**src/rtl/data_mem_ctrl_pkg.sv**
```systemverilog
// data_mem_ctrl_pkg: shared widths, opcode encodings and FSM states for the data-side memory controller
package data_mem_ctrl_pkg;
  localparam int DAT_W = 32;
  localparam int OP_W = 4;
  localparam logic [1:0] IO_WIN = 2'b11;
  typedef enum logic [OP_W-1:0] {OP_LB, OP_LBU, OP_LH, OP_LHU, OP_LW, OP_SB, OP_SH, OP_SW} op_e;
  typedef enum logic [1:0] {S_IDLE, S_RD, S_WR} state_e;
endpackage

```
**src/rtl/data_mem_ctrl_load_extend.sv**
```systemverilog
// data_mem_ctrl_load_extend: sign/zero extension of an assembled little-endian load word
module data_mem_ctrl_load_extend
  import data_mem_ctrl_pkg::*;
(
  input  op_e              op_i,
  input  logic [DAT_W-1:0] buf_i,
  output logic [DAT_W-1:0] dat_o
);
  // byte/half loads extend from their top bit unless unsigned; words pass through
  always_comb
    dat_o = op_i == OP_LB  ? {{24{buf_i[7]}}, buf_i[7:0]} :
            op_i == OP_LBU ? {24'd0, buf_i[7:0]} :
            op_i == OP_LH  ? {{16{buf_i[15]}}, buf_i[15:0]} :
            op_i == OP_LHU ? {16'd0, buf_i[15:0]} : buf_i;
endmodule

```
**src/rtl/data_mem_ctrl.sv**
```systemverilog
// data_mem_ctrl: byte-serial load/store engine between the load-store buffer and the RAM/IO bus
module data_mem_ctrl
  import data_mem_ctrl_pkg::*;
(
  input  logic             clk,
  input  logic             rst,
  input  logic             en,
  input  logic             lsb_en_i,
  input  logic             lsb_rwen_i,
  input  logic [OP_W-1:0]  lsb_op_i,
  input  logic [2:0]       lsb_len_i,
  input  logic [31:0]      lsb_adr_i,
  input  logic [DAT_W-1:0] lsb_dat_i,
  input  logic             flush_i,
  input  logic             io_buffer_full,
  output logic             lsb_done_o,
  output logic [DAT_W-1:0] lsb_dat_o,
  output logic             busy_o,
  output logic [31:0]      mem_a,
  output logic [7:0]       mem_dout,
  output logic             mem_wr,
  input  logic [7:0]       mem_din
);
  state_e state_q, state_d;
  op_e op_q, op_d;
  logic [2:0] k_q, k_d, len_q, len_d, kn;
  logic [1:0] bi;
  logic [31:0] adr_q, adr_d, mem_a_q, mem_a_d;
  logic [DAT_W-1:0] dat_q, dat_d, buf_q, buf_d, rdat_q, rdat_d, ext;
  logic [7:0] dout_q, dout_d;
  logic wr_q, wr_d, done_q, done_d, acc, stall, rd_last, wr_last;
  assign acc = state_q == S_IDLE && lsb_en_i && (lsb_rwen_i || !flush_i);
  assign stall = state_q == S_WR && adr_q[17:16] == IO_WIN && io_buffer_full;
  assign kn = k_q + 3'd1;
  assign bi = k_q[1:0] - 2'd1;
  assign rd_last = k_q == len_q;
  assign wr_last = k_q == len_q - 3'd1;
  data_mem_ctrl_load_extend u_load_extend (
    .op_i  (op_q),
    .buf_i (buf_d),
    .dat_o (ext)
  );
  // state and datapath registers; en=0 freezes everything
  always_ff @(posedge clk)
    if (rst) begin
      state_q <= S_IDLE;
      op_q <= OP_LB;
      k_q <= '0;
      len_q <= '0;
      adr_q <= '0;
      dat_q <= '0;
      buf_q <= '0;
      rdat_q <= '0;
      mem_a_q <= '0;
      dout_q <= '0;
      wr_q <= 1'b0;
      done_q <= 1'b0;
    end else if (en) begin
      state_q <= state_d;
      op_q <= op_d;
      k_q <= k_d;
      len_q <= len_d;
      adr_q <= adr_d;
      dat_q <= dat_d;
      buf_q <= buf_d;
      rdat_q <= rdat_d;
      mem_a_q <= mem_a_d;
      dout_q <= dout_d;
      wr_q <= wr_d;
      done_q <= done_d;
    end
  // next state: flush aborts reads only; stores always run to completion
  always_comb begin
    state_d = state_q;
    case (state_q)
      S_IDLE: state_d = acc ? (lsb_rwen_i ? S_WR : S_RD) : S_IDLE;
      S_RD: state_d = flush_i || rd_last ? S_IDLE : S_RD;
      S_WR: state_d = !stall && wr_last ? S_IDLE : S_WR;
      default: state_d = S_IDLE;
    endcase
  end
  // load buffer: byte k arrives one cycle after its address, i.e. while the counter reads k+1
  always_comb begin
    buf_d = buf_q;
    if (acc)
      buf_d = '0;
    else if (state_q == S_RD && k_q != 3'd0)
      buf_d[{bi, 3'b000} +: 8] = mem_din;
  end
  // datapath: address/byte sequencing, registered bus pins and completion pulse
  always_comb begin
    op_d = op_q;
    k_d = k_q;
    len_d = len_q;
    adr_d = adr_q;
    dat_d = dat_q;
    rdat_d = rdat_q;
    mem_a_d = '0;
    dout_d = dout_q;
    wr_d = 1'b0;
    done_d = 1'b0;
    if (acc) begin
      op_d = op_e'(lsb_op_i);
      k_d = '0;
      len_d = lsb_len_i;
      adr_d = lsb_adr_i;
      mem_a_d = lsb_adr_i;
      dout_d = lsb_dat_i[7:0];
      dat_d = lsb_dat_i >> 8;
      wr_d = lsb_rwen_i;
    end else if (state_q == S_RD && !flush_i) begin
      k_d = rd_last ? 3'd0 : kn;
      mem_a_d = kn < len_q ? adr_q + {29'd0, kn} : '0;
      done_d = rd_last;
      rdat_d = rd_last ? ext : rdat_q;
    end else if (state_q == S_WR && stall) begin
      mem_a_d = mem_a_q;
      wr_d = 1'b1;
    end else if (state_q == S_WR && wr_last) begin
      k_d = '0;
      done_d = 1'b1;
    end else if (state_q == S_WR) begin
      k_d = kn;
      mem_a_d = adr_q + {29'd0, kn};
      dout_d = dat_q[7:0];
      dat_d = dat_q >> 8;
      wr_d = 1'b1;
    end
  end
  // outputs: a pending IO byte or a frozen pipeline never strobes mem_wr
  always_comb begin
    mem_a = mem_a_q;
    mem_dout = dout_q;
    mem_wr = wr_q & en & ~stall;
    lsb_done_o = done_q;
    lsb_dat_o = rdat_q;
    busy_o = state_q != S_IDLE;
  end
endmodule

```
**config.mk**
```make
export PLATFORM = sky130hd
export DESIGN_NAME = data_mem_ctrl
export DESIGN_NICKNAME = d
export VERILOG_FILES = /design/src/rtl/data_mem_ctrl_pkg.sv /design/src/rtl/data_mem_ctrl_load_extend.sv /design/src/rtl/data_mem_ctrl.sv
export SDC_FILE = /design/constraint.sdc
export NUM_CORES = 1
export LEC_CHECK = 0
export BUFFER_PORTS_ARGS = -buffer_cell sky130_fd_sc_hd__buf_2
export CAP_MARGIN = 30
export CORE_ASPECT_RATIO = 0.6
export CORE_UTILIZATION = 35
export DETAILED_ROUTE_END_ITERATION = 8
export PLACE_DENSITY = 0.58
export SLEW_MARGIN = 30
export SYNTH_ARGS = -nofsm -noshare
export SYNTH_HDL_FRONTEND = slang
export SYNTH_HIERARCHICAL = 1
export SYNTH_SLANG_ARGS = --single-unit
```
**constraint.sdc**
```tcl
create_clock -name clk -period 3.79 [get_ports clk]
set_input_delay 1.137 -clock clk [delete_from_list [all_inputs] [get_ports clk]]
set_output_delay 1.137 -clock clk [all_outputs]
set_load 0.01 [all_outputs]
```
; ---- Word level (Yosys, flattened, before mapping)
; Cells that the tools add are included.
[classes]
add_sub_neg = 5
multipliers = 0
div = 0
n_lt_le_gt_ge = 1
eq_ne = 12
shift = 2
mux = 43
n_bitwise = 4
n_reduce_logical = 24
[op_table]
columns = op, count
row1 = $mux 32, 17
row2 = $mux 8, 5
row3 = $add 32x3->32, 1
row4 = $bwmux 32, 1
row5 = $shift 8x7->32 const A, 1
row6 = $shiftx 8x7->32, 1
row7 = $mux 3, 6
row8 = $mux 1, 10
row9 = $logic_and 1x1->1, 9
row10 = $eq 4x2->1 const B, 2
row11 = $neg 5->7, 1
row12 = $eq 3x3->1, 2
row13 = $mux 2, 3
row14 = $ne 2x2->1 const B, 3
row15 = $pmux 2 s3, 1
row16 = $reduce_and 5->1, 1
row17 = $eq 2x2->1 const B, 2
row18 = $eq 4x1->1 const B, 1
row19 = $logic_not 4->1, 1
row20 = $reduce_and 2->1, 2
row21 = $reduce_and 4->1, 1
row22 = $reduce_bool 2->1, 2
row23 = $reduce_bool 4->1, 1
row24 = $add 3x1->3 const B, 1
row25 = other kinds (12), 16
[word_totals]
ff_bits = 182
latchBits = 0
ramBits = 0
romBits = 0
in_bits = 86
memories = 0

; ---- Depth between registers and ports, before layout
[logic_depth]
word_depth = 10
mapped_depth = 14

; ---- Cells and area by module
; Netlist, hierarchy kept.
[modules_own_cells]
columns = mod, instances, cells_per_inst, area_each_um2
row1 = data_mem_ctrl, 1, 1050, 8755.9
row2 = data_mem_ctrl_load_extend, 1, 60, 381.6

; ---- Worst setup path before layout
; Ideal clock, no wire load.
[synth_timing]
path_type = input-to-output
start = input en
end = output mem_wr
t_arrival_ns = 2.029
required_time_ns = 2.653
setup_slack_ns = 0.624
path_stages = 5
path_buffers = 3
path_cell_list = buf_2 > o21a_1 > buf_2 > clkbuf_1 > and2_1
[synth_between]
elab_chain_cells = 2
[synth_rtl]
columns = item, line
row1 = start: declaration, data_mem_ctrl.sv:7  ; input logic en,
row2 = $and 1x1->1 (2 in a row), data_mem_ctrl.sv:134  ; mem_wr = wr_q & en & ~stall;
row3 = end: declaration, data_mem_ctrl.sv:21  ; output logic mem_wr,
; No other way between the ends.

; ---- Final worst setup path
[layout_timing]
start = register state_q[0]
end = output mem_wr
[layout_between]
elab_chain_cells = 5
[layout_rtl]
columns = item, line
row1 = start: declaration, data_mem_ctrl.sv:24  ; state_e state_q, state_d;
row2 = start signal: assignment, data_mem_ctrl.sv:59  ; state_q <= state_d;
row3 = $eq 2x2->1, data_mem_ctrl.sv:33  ; assign stall = state_q == S_WR && adr_q[17:16] == IO_WIN && io_buffer_full;
row4 = $logic_and 1x1->1 (2 in a row), data_mem_ctrl.sv:33
row5 = $not 1->1, data_mem_ctrl.sv:134
row6 = $and 1x1->1, data_mem_ctrl.sv:134
; No other way between the ends.

==> impl_metrics.py <==
metrics = {
    "detailed_routing": {
        "drt_iter0_drc": 650,
        "postRouteAntennaNets": 0,
        "post-route-drc-count": 0,
        "vias": 8511,
        "wl_mm": 27.4,
        "via_per_inst": 5.41,
        "first_pass_iters": 5,
        "wl_per_cell_um": 17.4,
    },
    "placement": {
        "dpl.hpwl_mm": 18.5,
        "place.gp.congestion": 0.862,
        "placed_area_mm2": 0.0101,
        "place_inst": 1539,
        "port_buffers": 160,
    },
    "power_and_ir_drop": {
        "p_per_area_mw_per_mm2": 414,
        "power.switching_mw": 1.19,
        "vdd_ir_drop_max_mv": 0.280,
        "p_clk_share_pct": 43.2,
        "combPwrFrac_pct": 12.9,
        "power.leakage_nw": 4.05,
        "power_frac_seq_pct": 43.9,
        "power.internal_mw": 3.24,
        "switching_share_pct": 26.8,
    },
    "clock_tree": {
        "cts-root-buf": "clkbuf_16",
        "cts_resized": 0,
        "clock_latency_ps": 450,
        "clock_sink_count": 174,
        "clockBufferDepth": 2,
        "postCtsHoldBufs": 0,
        "cts_post_setup_buffers_inserted": 0,
        "cts_tree": "yes",
        "htreeDepth": 4,
        "clk_pin_slew_ps": 70,
        "cts_buffers": 17,
    },
    "logic_synthesis": {
        "yosysMostFrequentCell": "dfxtp_1",
        "ys_ff_latch": 174,
        "syn-instance-count": 1110,
        "syn_area_mm2": 0.00914,
        "async_flop_share_pct": 0,
        "synth-main-ff-cell": "dfxtp_1",
        "syn_nets": 1210,
        "synth_edf_count": 0,
        "ys.warnings.count": 6,
        "synth.top_cell.area_share_pct": 38.1,
        "ys_seq_area_share_pct": 38.1,
        "syn_area_per_cell_um2": 8.23,
        "synth_area_leaders": "dfxtp_1 38%, a21oi_1 7.6%, nand2_1 6.7%",
        "synth.distinct_cells": 59,
        "yosys.area.top_type": "dfxtp_1",
        "synth_common_cells": "174 x dfxtp_1, 163 x nand2_1, 138 x a21oi_1, 80 x nor2_1",
    },
    "critical_path": {
        "cp.required_ps": 2650,
        "crit_start": "state_q[0]$_SDFFE_PP0P_",
        "crit_fanout": 11,
        "timing.rr.start": "k_q[0]$_SDFFE_PP0P_",
        "worstSetupEndpointType": "output pin",
        "cp.arrival_ps": 2010,
        "cp-start-kind": "flop",
        "crit_type": "flop to output pin",
    },
    "flow_run": {
        "drv_cap": 0,
    },
    "min_path": {
        "holdCritPathClass": "flop to flop",
        "hp-start": "lsb_dat_o[4]$_SDFFE_PP0P_",
    },
    "layout": {
        "nets": 1306,
        "syn_to_final_growth_pct": 17.0,
        "drive_gt1_share_pct": 20.8,
        "final_core_utilization_pct": 42.0,
        "layout.cells.non_filler": 1574,
        "stdcell_area_mm2": 0.0107,
    },
    "run_status": {
        "outcome": "finished, final reports clean",
    },
    "timing": {
        "fmax_mhz": 318,
        "hold_viol": 0,
        "whs_ps": 452,
        "finalCritPeriodShare_pct": 82.9,
        "fin_setup_tns_ps": 0,
        "maxSlewViolCount": 0,
        "clock_skew_ps": 11.7,
        "tightest_slew_ps": 814,
        "setup_viol": 0,
        "slew_headroom_pct": 45.7,
        "rsz0062_at_grt": "false",
        "period_minus_slack_ps": 3140,
    },
    "floorplan": {
        "fp.dieH_um": 127,
        "fp.coreArea_mm2": 0.0254,
        "dieArea_mm2": 0.0268,
        "io_pins": 161,
        "rows": 45,
        "die_w_um": 211,
        "start_util_pct": 35.9,
    },
    "global_routing": {
        "grt_max_degree": 148,
        "antenna_found_initial": 8,
        "grt_pass1_vias": 7701,
        "grt_usage_pct": 20.6,
        "grt_pass1_wl_mm": 43.3,
        "overflow": 0,
    },
}
[sequential cells by signal (all words and copies together), names as in the netlist]
name        flops
state_q         2
mem_dout        8
dat_q          24
lsb_dat_o      32
op_q            4
lsb_done_o      1
k_q             3
wr_q            1
adr_q          32
buf_q          32
mem_a          32
len_q           3
[power groups by stage]
stage	logic [mW]	clock network (mW)	registers (mW)
finish	0.572	1.91	1.94
global placement	0.563	0	1.98
floorplan	0.384	0	1.98
detailed placement	0.570	0	1.98
CTS	0.573	1.96	1.94
global route	0.624	2.05	1.95
[path summary, 6_finish.rpt]
| path | end | slack, ps | cells after the start |
|---|---|---|---|
| setup reg to reg | mem_a[23]$_SDFFE_PP0P_ | 860 | 8 |
| setup / recovery | mem_wr | 650 | 4 |
| hold / removal | lsb_dat_o[4]$_SDFFE_PP0P_ | 450 | 2 |
| hold reg to reg | lsb_dat_o[4]$_SDFFE_PP0P_ | 450 | 2 |
[kinds of logic (layout without fill, tap and decap cells)]
| logic type | count (synthesis) | after routing | share of synthesized area, % |
|---|---|---|---|
| xor gates and xnor gates | 23 | 23 | 2.36 |
| AOI/OAI and AO/OA | 324 | 324 | 23.0 |
| muxes | 59 | 59 | 6.49 |
| buffers and inverters | 125 | 234 | 6.91 |
| and+or+nand+nor | 391 | 391 | 21.1 |
| DFF | 174 | 174 | 38.1 |
| adders and majority gates | 14 | 14 | 2.00 |
| other | 0 | 3 | 0 |
[worst max-delay path: stages (launching register included)]
cell and delay, ps:
dfxtp_1 570, nand2b_1 410, o21a_1 210, and2_1 200, buf_2 160
[placed cells by master, fill, tap and decap left out, types with 6 or more instances in the layout]
master	instances
clkbuf_16	17
and2_1	8
nand4_1	41
a21oi_1	138
buf_2	159
xor2_1	15
nor3b_1	6
o31ai_1	26
xnor2_1	7
or4_1	8
dfxtp_1	174
a211oi_2	24
nor2b_1	6
nor2_1	79
o21ai_1	11
a22oi_1	13
and4_1	6
nor4bb_1	16
ha_1	13
inv_1	14
buf_4	26
nand3_1	20
mux2i_1	57
o2bb2ai_1	7
a221oi_1	12
nor3_1	9
nor4_1	6
o21ai_0	57
nand2_1	163
[metrics by stage]
stage | power (mW) | worst slack [ps]
after floorplan | 2.37 | 624
after global placement | 2.55 | 693
after detailed placement | 2.55 | 664
after CTS | 4.47 | 650
after global routing | 4.62 | 543
final | 4.43 | 647
[layout make-up]
type | instances | area [µm²]
Antenna cell | 3 | 7.51
Clock buffer | 22 | 464
Clock inverter | 10 | 160
Fill cell | 2656 | 14800
Inverter | 15 | 56.3
Multi-Input combinational cell | 811 | 5050
Sequential cell | 174 | 3480
Tap cell | 352 | 440
Timing Repair Buffer | 187 | 1030
[per-layer routing]
metal / part of all wire, % / GRT usage [%]
met1: 50 / 30.5
met2: 39 / 27.5
met3: 9.0 / 7.03
met4: 1.4 / 6.31
met5: 0.15 / 0
Power figures use the tool's default switching activity.
